File: src/rtl/led_pkg.sv
// Constants and types shared by the LED decoder and the key encoder.
package led_pkg;

  localparam int unsigned LED_N      = 8;
  localparam int unsigned LED_CODE_W = 3;

  // The decoder and the encoder are both live only under this enable code.
  localparam logic [2:0] ENABLE_ACTIVE = 3'd4;

  typedef enum logic [0:0] {
    IDLE = 1'b0,
    SHOW = 1'b1
  } pres_state_e;

endpackage

File: src/rtl/sync_fall_detect.sv
// Multi-stage synchronizer for idle-high lines with a falling-edge detector.
module sync_fall_detect
  import led_pkg::*;
#(
  parameter int unsigned WIDTH = LED_N,
  parameter int unsigned DEPTH = 2
) (
  input  logic             clk,
  input  logic             rst,
  input  logic [WIDTH-1:0] din,
  output logic [WIDTH-1:0] evt
);

  logic [WIDTH-1:0] sync_q [DEPTH];
  logic [WIDTH-1:0] prev_q;

  // Everything resets high so that releasing reset never looks like a press.
  always_ff @(posedge clk or posedge rst) begin
    if (rst) begin
      for (int i = 0; i < DEPTH; i++) sync_q[i] <= '1;
      prev_q <= '1;
    end else begin
      sync_q[0] <= din;
      for (int i = 1; i < DEPTH; i++) sync_q[i] <= sync_q[i-1];
      prev_q <= sync_q[DEPTH-1];
    end
  end

  assign evt = prev_q & ~sync_q[DEPTH-1];

endmodule

File: src/rtl/key_encoder.sv
// Captures falling edges on active-low request lines and presents the highest
// pending index as a code through a valid/ack handshake.
module key_encoder
  import led_pkg::*;
#(
  parameter int unsigned N           = LED_N,
  parameter int unsigned SYNC_STAGES = 2
) (
  input  logic                 clk,
  input  logic                 rst,
  input  logic [2:0]           enable,
  input  logic [N-1:0]         req_n,
  input  logic                 ack,
  output logic [$clog2(N)-1:0] code,
  output logic                 valid,
  output logic                 pending_any
);

  localparam int unsigned CODE_W = $clog2(N);

  if (SYNC_STAGES < 2) begin : g_bad_depth
    $error("SYNC_STAGES must be at least 2");
  end

  logic [N-1:0]      evt;
  logic [N-1:0]      set_mask;
  logic [N-1:0]      clr_mask;
  logic [N-1:0]      pending_q, pending_d;
  logic [CODE_W-1:0] win;
  logic [CODE_W-1:0] code_q, code_d;
  logic              pending_any_q;
  pres_state_e       state_q, state_d;

  sync_fall_detect #(
    .WIDTH (N),
    .DEPTH (SYNC_STAGES)
  ) u_sync (
    .clk (clk),
    .rst (rst),
    .din (req_n),
    .evt (evt)
  );

  // Later (higher) indices overwrite earlier ones, so the MSB wins.
  always_comb begin
    win = '0;
    for (int i = 0; i < N; i++) begin
      if (pending_q[i]) win = CODE_W'(i);
    end
  end

  // Set is applied after clear so a same-cycle event re-pends the acked bit.
  always_comb begin
    set_mask = (enable == ENABLE_ACTIVE) ? evt : '0;
    clr_mask = '0;
    if (state_q == SHOW && ack) clr_mask[code_q] = 1'b1;
    pending_d = (pending_q & ~clr_mask) | set_mask;
  end

  always_comb begin
    state_d = state_q;
    code_d  = code_q;
    unique case (state_q)
      IDLE: begin
        if (pending_q != '0) begin
          code_d  = win;
          state_d = SHOW;
        end
      end
      SHOW: begin
        if (ack) state_d = IDLE;
      end
      default: state_d = IDLE;
    endcase
  end

  always_ff @(posedge clk or posedge rst) begin
    if (rst) begin
      pending_q     <= '0;
      pending_any_q <= 1'b0;
      code_q        <= '0;
      state_q       <= IDLE;
    end else begin
      pending_q     <= pending_d;
      pending_any_q <= |pending_d;
      code_q        <= code_d;
      state_q       <= state_d;
    end
  end

  assign code        = code_q;
  assign valid       = (state_q == SHOW);
  assign pending_any = pending_any_q;

endmodule

File: config.mk
export PLATFORM = sky130hd
export DESIGN_NAME = key_encoder
export DESIGN_NICKNAME = d
export VERILOG_FILES = /design/src/rtl/led_pkg.sv /design/src/rtl/sync_fall_detect.sv /design/src/rtl/key_encoder.sv
export SDC_FILE = /design/constraint.sdc
export NUM_CORES = 1
export LEC_CHECK = 0
export ABC_AREA = 1
export BUFFER_PORTS_ARGS = -buffer_cell sky130_fd_sc_hd__buf_2
export CAP_MARGIN = 20
export CORE_MARGIN = 2
export CORE_UTILIZATION = 30
export DETAILED_ROUTE_END_ITERATION = 12
export GPL_TIMING_DRIVEN = 0
export HOLD_SLACK_MARGIN = 0.08
export PLACE_DENSITY_LB_ADDON = 0.3
export SYNTH_ARGS = -nofsm -noshare
export SYNTH_HDL_FRONTEND = slang
export SYNTH_SLANG_ARGS = --single-unit
export TNS_END_PERCENT = 20
File: constraint.sdc
create_clock -name clk -period 1.9 [get_ports clk]
set_input_delay 0 -clock clk [delete_from_list [all_inputs] [get_ports clk]]
set_output_delay 0 -clock clk [all_outputs]
set_load 0.05 [all_outputs]
==> run_results.csv, run 1 <==
group,metric,value,unit
power,power_frac_comb,0.296,
grt,grt_antenna_before_repair,0,
grt,grt_max_degree,22,
power,p_switching,896,uW
synthesis,syn_area,0.00136,mm2
worst_setup_path,end_kind,"flip-flop",
route,ant_nets,0,
layout,layout-drive-gt1-share,0.339,
die,dieArea,0.00509,mm2
synthesis,synth.avg_cell_area,10.3,um2
timing,tns,0,ns
timing,drv_slew,0,
hold_path,hp-start,"enable[2]",
grt,use_met1,0.120,
grt,grt_pass1_wl,3740,um
timing,rsz0062_at_grt,"false",
clock_network,cts_made_buffers,5,
route,route.detailed.drc,0,
synthesis,syn-instance-count,132,
die,die-height,71.4,um
worst_setup_path,crit_fanout,4,
layout,antenna_cells,0,
layout,finalNetCount,181,
power,internal-power,1540,uW
synthesis,synth_warnings,0,
timing,finalSetupViolCount,0,
synthesis,netlist-cell-type-count,14,
power,totalPowerFinal,2440,uW
grt,top_usage_layer,"met2",
worst_setup_path,r2r-start,"valid$_DFF_PP0_",
route,viasPerCell,4.16,
power,p_clk_frac,0.251,
timing,worstMarginPinSlew,0.806,ns
timing,finalHoldViolCount,0,
synthesis,ys_ff_latch,37,
die,fp.coreArea,0.00435,mm2
worst_setup_path,crit_type,"reg2reg",
clock_network,clkTransAtPathRegs,0.07,ns
worst_setup_path,worstPathRequired,2.08,ns
worst_setup_path,crit_arrival,1.46,ns
power,p_per_area,1400,mW/mm2
clock_network,ctsHoldBuffers,9,
power,switching_share,0.367,
grt,gr-total-overflow,0,
timing,period_needed,1.29,ns
clock_network,ctsRootBufferMaster,"clkbuf_8",
timing,slew_headroom,0.462,
layout,syn2layout_area_growth,27.8,%
timing,fin_skew,0.00312,ns
route,drtIter0Drc,51,
worst_setup_path,crit_start,"valid$_DFF_PP0_",
grt,grt_use_total,0.0997,
layout,fillCellCount,411,
grt,grt_pass1_vias,885,
run,maxCapViolCount,0,
clock_network,cts_resized,0,
hold_path,hold_path.class,"in2reg",
placed_design,dp_hpwl,1530,um
route,wire_per_inst,10.1,um
placed_design,globalplace.congestion,0.751,
route,dr.pass1.iters,4,
power,seqPwrFrac,0.453,
grt,grtUsageMet3,0.0549,
power,power.leakage,0.000838,uW
placed_design,place.port_buffers,18,
synthesis,yosysSeqAreaShare,0.702,
die,ios,19,
clock_network,ctsHtreeMaxLevel,2,
worst_setup_path,critPathLaunchType,"flip-flop",
timing,max_clock_freq,777,MHz
route,vias,916,
clock_network,cts_setup_buffers,0,
die,start_util,0.313,
die,die_w,71.4,um
route,wirelength,2210,um
clock_network,clock-sinks,37,
clock_network,clockBufferDepth,2,
grt,grtUsageMet2,0.144,
timing,post-route-period-util,0.678,
clock_network,clock_latency,0.29,ns
status,status,"complete, no violations",
clock_network,cts_tree,"built",
power,peakVddDrop,551,uV
synthesis,synth.net_count,146,
layout,final_util,0.400,
die,rows,24,
through the flow:
stage,hold WS (ns),cell area (um2),worst slack (ns),cells
6_report,0.217,1740,0.612,220
5_1_grt,0.268,1740,0.494,220
4_1_cts,0.221,1740,0.578,220
3_5_place_dp,0.106,1540,0.598,203
3_3_place_gp,0.105,1520,0.631,202
2_1_floorplan,0.00448,1360,0.443,132
power groups by stage:
stage / sequential, uW / clock [uW] / combinational, uW
2_1_floorplan: 1240 / 0 / 404
5_1_grt: 1130 / 688 / 815
6_report: 1100 / 613 / 722
3_3_place_gp: 1100 / 0 / 687
3_5_place_dp: 1120 / 0 / 711
4_1_cts: 1100 / 635 / 729
state kept, by name (all words and copies together), names as in the netlist:
register / count
u_sync.prev_q: 8
pending_any: 1
pending_q: 8
code: 3
valid: 1
u_sync.sync_q: 16
cells by family (layout without fill, tap and decap cells):
kind of cell / after synthesis / in the layout / share of synthesized area
compound gates: 15 / 15 / 0.0653
flops: 37 / 37 / 0.702
buf+inv: 25 / 61 / 0.0689
simple gates: 55 / 55 / 0.164
placed cells by master (no fill, tap or decap), drive strengths merged:
master       synthesis  final
nand3                3      3
o21ai                4      4
o211ai               1      1
nand2               28     28
nor2                24     24
clkinv               0      1
buf                  0     19
clkbuf               0      7
a21oi               10     10
inv                 25     25
dlygate4sd3          0      9
dfstp               24     24
dfrtp               13     13
per-layer routing:
layer	wire, um	up-vias
li1	-	462
met1	998	426
met2	1030	22
met3	136	6
met4	49	0
met5	0	-
path summary, 6_finish.rpt:
kind | end | slack [ns] | cells past startpoint
max in group asynchronous | u_sync.prev_q[4]$_DFF_PP1_ | 1.40 | 3
worst max register to register | pending_any$_DFF_PP0_ | 0.61 | 7
worst max-delay path | pending_any$_DFF_PP0_ | 0.61 | 7
min in group asynchronous | u_sync.sync_q[12]$_DFF_PP1_ | 0.26 | 2
worst min-delay path | pending_q[7]$_DFF_PP0_ | 0.22 | 5
worst min register to register | u_sync.sync_q[5]$_DFF_PP1_ | 0.36 | 0
cells in the mapped netlist, drive strengths merged:
library cell / count / area share
nand2: 28 / 0.079
inv: 25 / 0.069
dfstp: 24 / 0.46
nor2: 24 / 0.074
dfrtp: 13 / 0.24
a21oi: 10 / 0.045
o21ai: 4 / 0.015
nand3: 3 / 0.011
o211ai: 1 / 0.0055
cell type report:
| type | instances | area [um2] | area share |
|---|---|---|---|
| clock inverters | 1 | 8.76 | 0.00503 |
| multi-input cells | 70 | 312 | 0.179 |
| flip-flops and latches | 37 | 956 | 0.549 |
| inverters | 25 | 93.8 | 0.0539 |
| repair buffers | 28 | 208 | 0.119 |
| well taps | 52 | 65.1 | 0.0374 |
| clock buffers | 7 | 97.6 | 0.0561 |
critical path, cell delays in order (launching register included):
cell     delay (ns)
dfrtp_1        0.41
nand2_2        0.10
nor2_2         0.17
nand2_1        0.10
a21oi_2        0.15
nand2_1        0.07
nor2_1         0.12
nand2_1        0.07
Power figures use the tool's default switching activity.
==> inputs of run 2 (changes only) <==
- clock period: 1.9 -> 1.1 ns (I/O delays scaled with it)
==> run 2 against run 1 <==
Against the previous run: clock skew grew 0.0012 ns; global-route usage is 0.13 points higher; critical path type unchanged; highest routed layer unchanged; maximum frequency is 6.6% higher; sequential power increased by 78%; clock power up 79%; total power up 81%; register-to-register slack worse by 0.72 ns; critical path depth fell by 1; setup slack worse by 0.72 ns; first-iteration DRC count decreased by 9.8%; via count grew 2.1%; the flow now finishes with violations (negative hold slack, negative setup slack); die area did not move.
==> run_results.csv, run 2 (synthesized netlist as in run 1, its figures left out) <==
group,metric,value,unit
status,status,"finished with violations",
status,violations,"negative hold slack, negative setup slack",
route,route.detailed.drc,0,
worst_setup_path,reg2reg_depth,6,
worst_setup_path,path_common_cell,"nand2_1",
layout,largest_register_ffs,16,
die,die_w,71.4,um
placed_design,globalplace.congestion,0.784,
layout,regMostFlops,"u_sync.sync_q",
worst_setup_path,ff2ff_setup_slack,-0.11,ns
route,vias,935,
layout,syn2layout_area_growth,32.1,%
power,switching_share,0.366,
layout,finalNetCount,181,
power,power.leakage,0.000849,uW
worst_setup_path,path_cells,"nor2_4 -> nand2_1 -> a21oi_2 -> nand2_1 -> nor2_2 -> nand2_1",
route,ant_nets,0,
layout,fin_cells,220,
worst_setup_path,crit_start,"code[0]$_DFFE_PP0P_",
power,peakVddDrop,848,uV
timing,period_needed,1.21,ns
layout,reg_top3,"u_sync.sync_q x16, pending_q x8, u_sync.prev_q x8",
clock_network,cts_tree,"built",
timing,rsz0062_at_grt,"true",
timing,hold-worst-slack,-0.115,ns
worst_setup_path,critPathLaunchType,"flip-flop",
placed_design,place_area,0.00157,mm2
clock_network,ctsRootBufferMaster,"clkbuf_8",
clock_network,clock-sinks,37,
die,fp.coreArea,0.00435,mm2
grt,grt_pass1_vias,960,
layout,layout-drive-gt1-share,0.435,
worst_setup_path,worstPathRequired,1.27,ns
die,dieArea,0.00509,mm2
route,wire_per_inst,10.1,um
clock_network,ctsHtreeMaxLevel,2,
clock_network,clkTransAtPathRegs,0.07,ns
clock_network,ctsHoldBuffers,9,
run,maxCapViolCount,0,
worst_setup_path,end_kind,"flip-flop",
route,viasPerCell,4.25,
power,seqPwrFrac,0.444,
timing,slew_headroom,0.436,
power,p_per_area,2450,mW/mm2
grt,grt_antenna_before_repair,0,
route,drtIter0Drc,46,
placed_design,place.port_buffers,18,
placed_design,dp_cells,203,
die,die-height,71.4,um
power,power_frac_comb,0.307,
grt,grt_use_total,0.101,
layout,layout_common_cells,"nand2_1, inv_1, dfstp_2, nor2_1, buf_2",
die,start_util,0.313,
clock_network,cts_setup_buffers,0,
timing,finalHoldViolCount,9,
timing,finalSetupViolCount,1,
grt,grt_max_degree,22,
timing,finalWorstSetupSlack,-0.108,ns
worst_setup_path,crit_arrival,1.38,ns
worst_setup_path,crit_fanout,5,
timing,worstMarginPinSlew,0.845,ns
timing,fin_skew,0.00428,ns
worst_setup_path,critPathBufInv,0,
clock_network,clock_latency,0.28,ns
layout,fin_area,0.00180,mm2
timing,max_clock_freq,828,MHz
placed_design,dp_hpwl,1610,um
layout,antenna_cells,0,
hold_path,hold_path.class,"in2async",
grt,gr-total-overflow,0,
power,p_clk_frac,0.249,
worst_setup_path,crit_type,"reg2reg",
worst_setup_path,path_delay_family,"simple AND/OR/NAND/NOR gates",
route,wirelength,2220,um
die,ios,19,
grt,grt_pass1_wl,3940,um
layout,fillCellCount,433,
worst_setup_path,slowest_stage,"dfrtp_2",
worst_setup_path,r2r-start,"code[0]$_DFFE_PP0P_",
worst_setup_path,critPathMaxStageDelay,0.46,ns
timing,post-route-period-util,1.10,
power,p_switching,1620,uW
clock_network,clockBufferDepth,2,
timing,drv_slew,0,
worst_setup_path,timing.rr.end,"pending_any$_DFF_PP0_",
route,dr.pass1.iters,4,
power,internal-power,2800,uW
die,rows,24,
clock_network,cts_made_buffers,5,
==> run 2: changes by cell type in the layout (fill, tap and decap cells not counted), moves of 2 or more <==
cell / delta
dfrtp_1: -4
dfrtp_2: +4
a21oi_2: +4
nor2_1: -3
a21oi_1: -4
nand2_2: +2
nor2_2: +2
nand2_1: -3
==> run 2: metrics by stage <==
stage | utilization | worst slack [ns] | hold slack, ns | setup TNS (ns) | total power [uW]
after floorplan | - | -0.148 | 0.00448 | -0.148 | 2900
after global placement | 0.353 | -0.219 | 0.105 | -2.04 | 3150
after detailed placement | 0.360 | -0.112 | 0.106 | -0.157 | 3220
after CTS | 0.410 | -0.107 | -0.0877 | -0.107 | 4430
after global routing | 0.413 | -0.199 | -0.0465 | -0.364 | 4710
final | 0.413 | -0.108 | -0.115 | -0.108 | 4410
==> run 2: worst max path at each step <==
stage,end,slack (ns),depth (start not counted)
2_1_floorplan,pending_any$_DFF_PP0_,-0.15,7
3_3_place_gp,code[0]$_DFFE_PP0P_,-0.22,2
3_5_place_dp,pending_any$_DFF_PP0_,-0.11,7
4_1_cts,pending_any$_DFF_PP0_,-0.11,7
5_1_grt,pending_any$_DFF_PP0_,-0.20,7
6_report,pending_any$_DFF_PP0_,-0.11,6
==> run 2: final cells by class <==
cell class,instances,area (um2),area share
Sequential cell,37,961,0.534
Inverter,25,93.8,0.0522
Tap cell,52,65.1,0.0362
Multi-Input combinational cell,70,357,0.198
Timing Repair Buffer,28,208,0.116
Clock buffer,7,108,0.0598
Clock inverter,1,6.26,0.00348
==> run 2: timing repair <==
action	in CTS	in global routing
pin swaps	0	2
resized for setup	5	5
endpoints found under the setup margin	4	4
endpoints found under the hold margin	18	9
==> run 2: worst reg2reg max path: stages (launching register included) <==
cell and delay, ns:
dfrtp_2 0.46, nor2_4 0.17, nand2_1 0.08, a21oi_2 0.14
nand2_1 0.08, nor2_2 0.12, nand2_1 0.06
==> run 2: routing by layer <==
layer / part of all wire / GRT usage / vias to the layer above
met5: 0 / 0 / -
met4: 0.012 / 0.0503 / 0
met3: 0.052 / 0.0295 / 4
met2: 0.51 / 0.173 / 26
met1: 0.42 / 0.115 / 439
li1: - / - / 466
==> run 2: power groups by stage <==
stage	registers, uW	clock network [uW]	logic [uW]
floorplan	2180	0	720
global placement	1940	0	1210
detailed placement	1960	0	1260
CTS	1950	1140	1340
global route	2000	1200	1520
finish	1960	1100	1360
==> inputs of run 3 (changes only) <==
- BUFFER_PORTS_ARGS: -buffer_cell sky130_fd_sc_hd__buf_2 -> not set
- DONT_BUFFER_PORTS: not set -> 1
==> run 3 against run 2 <==
Against the previous run: the flow finishes with violations (negative setup slack); largest cell class unchanged; sequential power grew 16%; hold slack gained 0.27 ns; clock skew grew 0.0027 ns; largest power group unchanged; flip-flop and latch count is the same; final cell count shrank 6.4%; cell area shrank 1.2%; die area is the same.
==> run_results.csv, run 3 (synthesized netlist as in run 1, its figures left out) <==
group,metric,value,unit
run,maxCapViolCount,0,
layout,layout_common_cells,"dfstp_2, nand2_1, inv_1, nor2_1, dlygate4sd3_1",
route,dr.pass1.iters,2,
power,peakVddDrop,1210,uV
layout,fillCellCount,422,
layout,final_common_cell,"dfstp_2",
status,violations,"negative setup slack",
die,die-height,71.4,um
grt,gr-total-overflow,0,
grt,grt_pass1_wl,3800,um
layout,regMostFlops,"u_sync.sync_q",
grt,grt_antenna_before_repair,0,
die,fp.coreArea,0.00435,mm2
timing,post-route-period-util,1.26,
timing,finalHoldViolCount,0,
clock_network,clock-sinks,37,
worst_setup_path,path_delay_family,"simple AND/OR/NAND/NOR gates",
worst_setup_path,path_cells,"nand2_4 -> nor2_4 -> nand2_1 -> a21oi_2 -> nand2_1 -> nor2_2 -> nand2_1",
worst_setup_path,critPathLaunchType,"flip-flop",
power,p_per_area,2580,mW/mm2
layout,syn2layout_area_growth,30.5,%
placed_design,dp_hpwl,1520,um
clock_network,ctsRootBufferMaster,"clkbuf_8",
placed_design,dp_cells,185,
worst_setup_path,path_common_cell,"nand2_1",
worst_setup_path,worstPathRequired,1.28,ns
worst_setup_path,crit_arrival,1.56,ns
timing,max_clock_freq,722,MHz
power,power.leakage,0.000803,uW
timing,finalWorstSetupSlack,-0.285,ns
clock_network,cts_made_buffers,5,
layout,fin_cells,206,
clock_network,cts_tree,"built",
timing,worstMarginPinSlew,0.860,ns
route,route.detailed.drc,0,
route,drtIter0Drc,30,
die,start_util,0.313,
layout,final_util,0.408,
clock_network,clockBufferDepth,2,
worst_setup_path,slowest_stage,"dfrtp_4",
timing,period_needed,1.38,ns
layout,antenna_cells,0,
hold_path,hold_path.class,"in2reg",
route,vias,880,
die,ios,19,
timing,fin_skew,0.00701,ns
route,wire_per_inst,10.8,um
layout,regArea,968,um2
grt,grt_use_total,0.0985,
layout,finalNetCount,167,
status,status,"finished with violations",
layout,multi_input_area,383,um2
timing,rsz0062_at_grt,"true",
route,wirelength,2220,um
die,rows,24,
layout,largest_register_ffs,16,
worst_setup_path,crit_fanout,4,
grt,grt_pass1_vias,917,
layout,reg_top3,"u_sync.sync_q x16, pending_q x8, u_sync.prev_q x8",
timing,finalSetupViolCount,10,
grt,grt_max_degree,23,
worst_setup_path,critPathMaxStageDelay,0.56,ns
placed_design,globalplace.congestion,0.777,
placed_design,place.port_buffers,0,
clock_network,clock_latency,0.29,ns
die,dieArea,0.00509,mm2
layout,layout-drive-gt1-share,0.416,
timing,slew_headroom,0.426,
worst_setup_path,end_kind,"flip-flop",
die,die_w,71.4,um
route,ant_nets,0,
clock_network,clkTransAtPathRegs,0.08,ns
clock_network,ctsHtreeMaxLevel,2,
placed_design,place_ws,-0.337,ns
worst_setup_path,critPathBufInv,0,
timing,drv_slew,0,
route,viasPerCell,4.27,
worst_setup_path,crit_type,"reg2reg",
-- run 3: cell count changes in the layout (fill, tap and decap cells not counted), sizes merged --
cell and delta:
buf -15, dlygate4sd3 +1
-- run 3: per-stage QoR --
step | TNS, ns | cell area (um2) | hold slack (ns) | power [uW]
finish | -0.882 | 1780 | 0.151 | 4580
global route | -1.56 | 1780 | 0.227 | 4870
CTS | -1.28 | 1700 | 0.146 | 4330
detailed placement | -1.20 | 1480 | 0.00454 | 3110
floorplan | -0.148 | 1380 | 0.00448 | 2900
global placement | -1.62 | 1450 | 0.00454 | 3060
-- run 3: worst min-delay path: stages --
cell     delay, ns
nand2_1       0.15
nor2_1        0.17
a21oi_2       0.05
inv_1         0.05
-- run 3: path summary, 6_finish.rpt --
kind                       depth (start not counted)                   startpoint  slack [ns]                          to
setup / recovery                                   7              valid$_DFF_PP0_       -0.28       pending_any$_DFF_PP0_
hold / removal                                     4                    enable[2]        0.15      pending_q[6]$_DFF_PP0_
setup reg to reg                                   7              valid$_DFF_PP0_       -0.28       pending_any$_DFF_PP0_
hold reg to reg                                    0  u_sync.sync_q[12]$_DFF_PP1_        0.36  u_sync.sync_q[4]$_DFF_PP1_
max in group asynchronous                          3                          rst        0.13  u_sync.prev_q[3]$_DFF_PP1_
min in group asynchronous                          2                          rst        0.33       pending_any$_DFF_PP0_
-- run 3: area by class of cell --
cell class	instances	share of cell area
multi-input combinational	70	0.215
inverter	25	0.0542
sequential	37	0.545
timing repair buffer	14	0.0845
clock buffer	7	0.0606
clock inverter	1	0.00352
tap	52	0.0366
-- run 3: layer usage --
| metal | vias to the layer above | wire length (um) | track usage |
|---|---|---|---|
| li1 | 436 | - | - |
| met1 | 410 | 994 | 0.112 |
| met2 | 27 | 1010 | 0.148 |
| met3 | 7 | 149 | 0.0394 |
| met4 | 0 | 59 | 0.0734 |
| met5 | - | 0 | 0 |
-- run 3: repair_timing --
item	in CTS	in global routing
pin swaps	0	3
hold endpoints to repair	18	0
endpoints found under the setup margin	12	13
setup buffers	0	3
hold buffers	10	0
gates resized for setup	4	18
-- run 3: power by group --
group	leakage, uW	internal [uW]	switching (uW)	total (uW)
combinational	0.000343	512	670	1180
clock	0.0000599	647	475	1120
sequential	0.000400	1710	567	2280
total	0.000803	2870	1710	4580
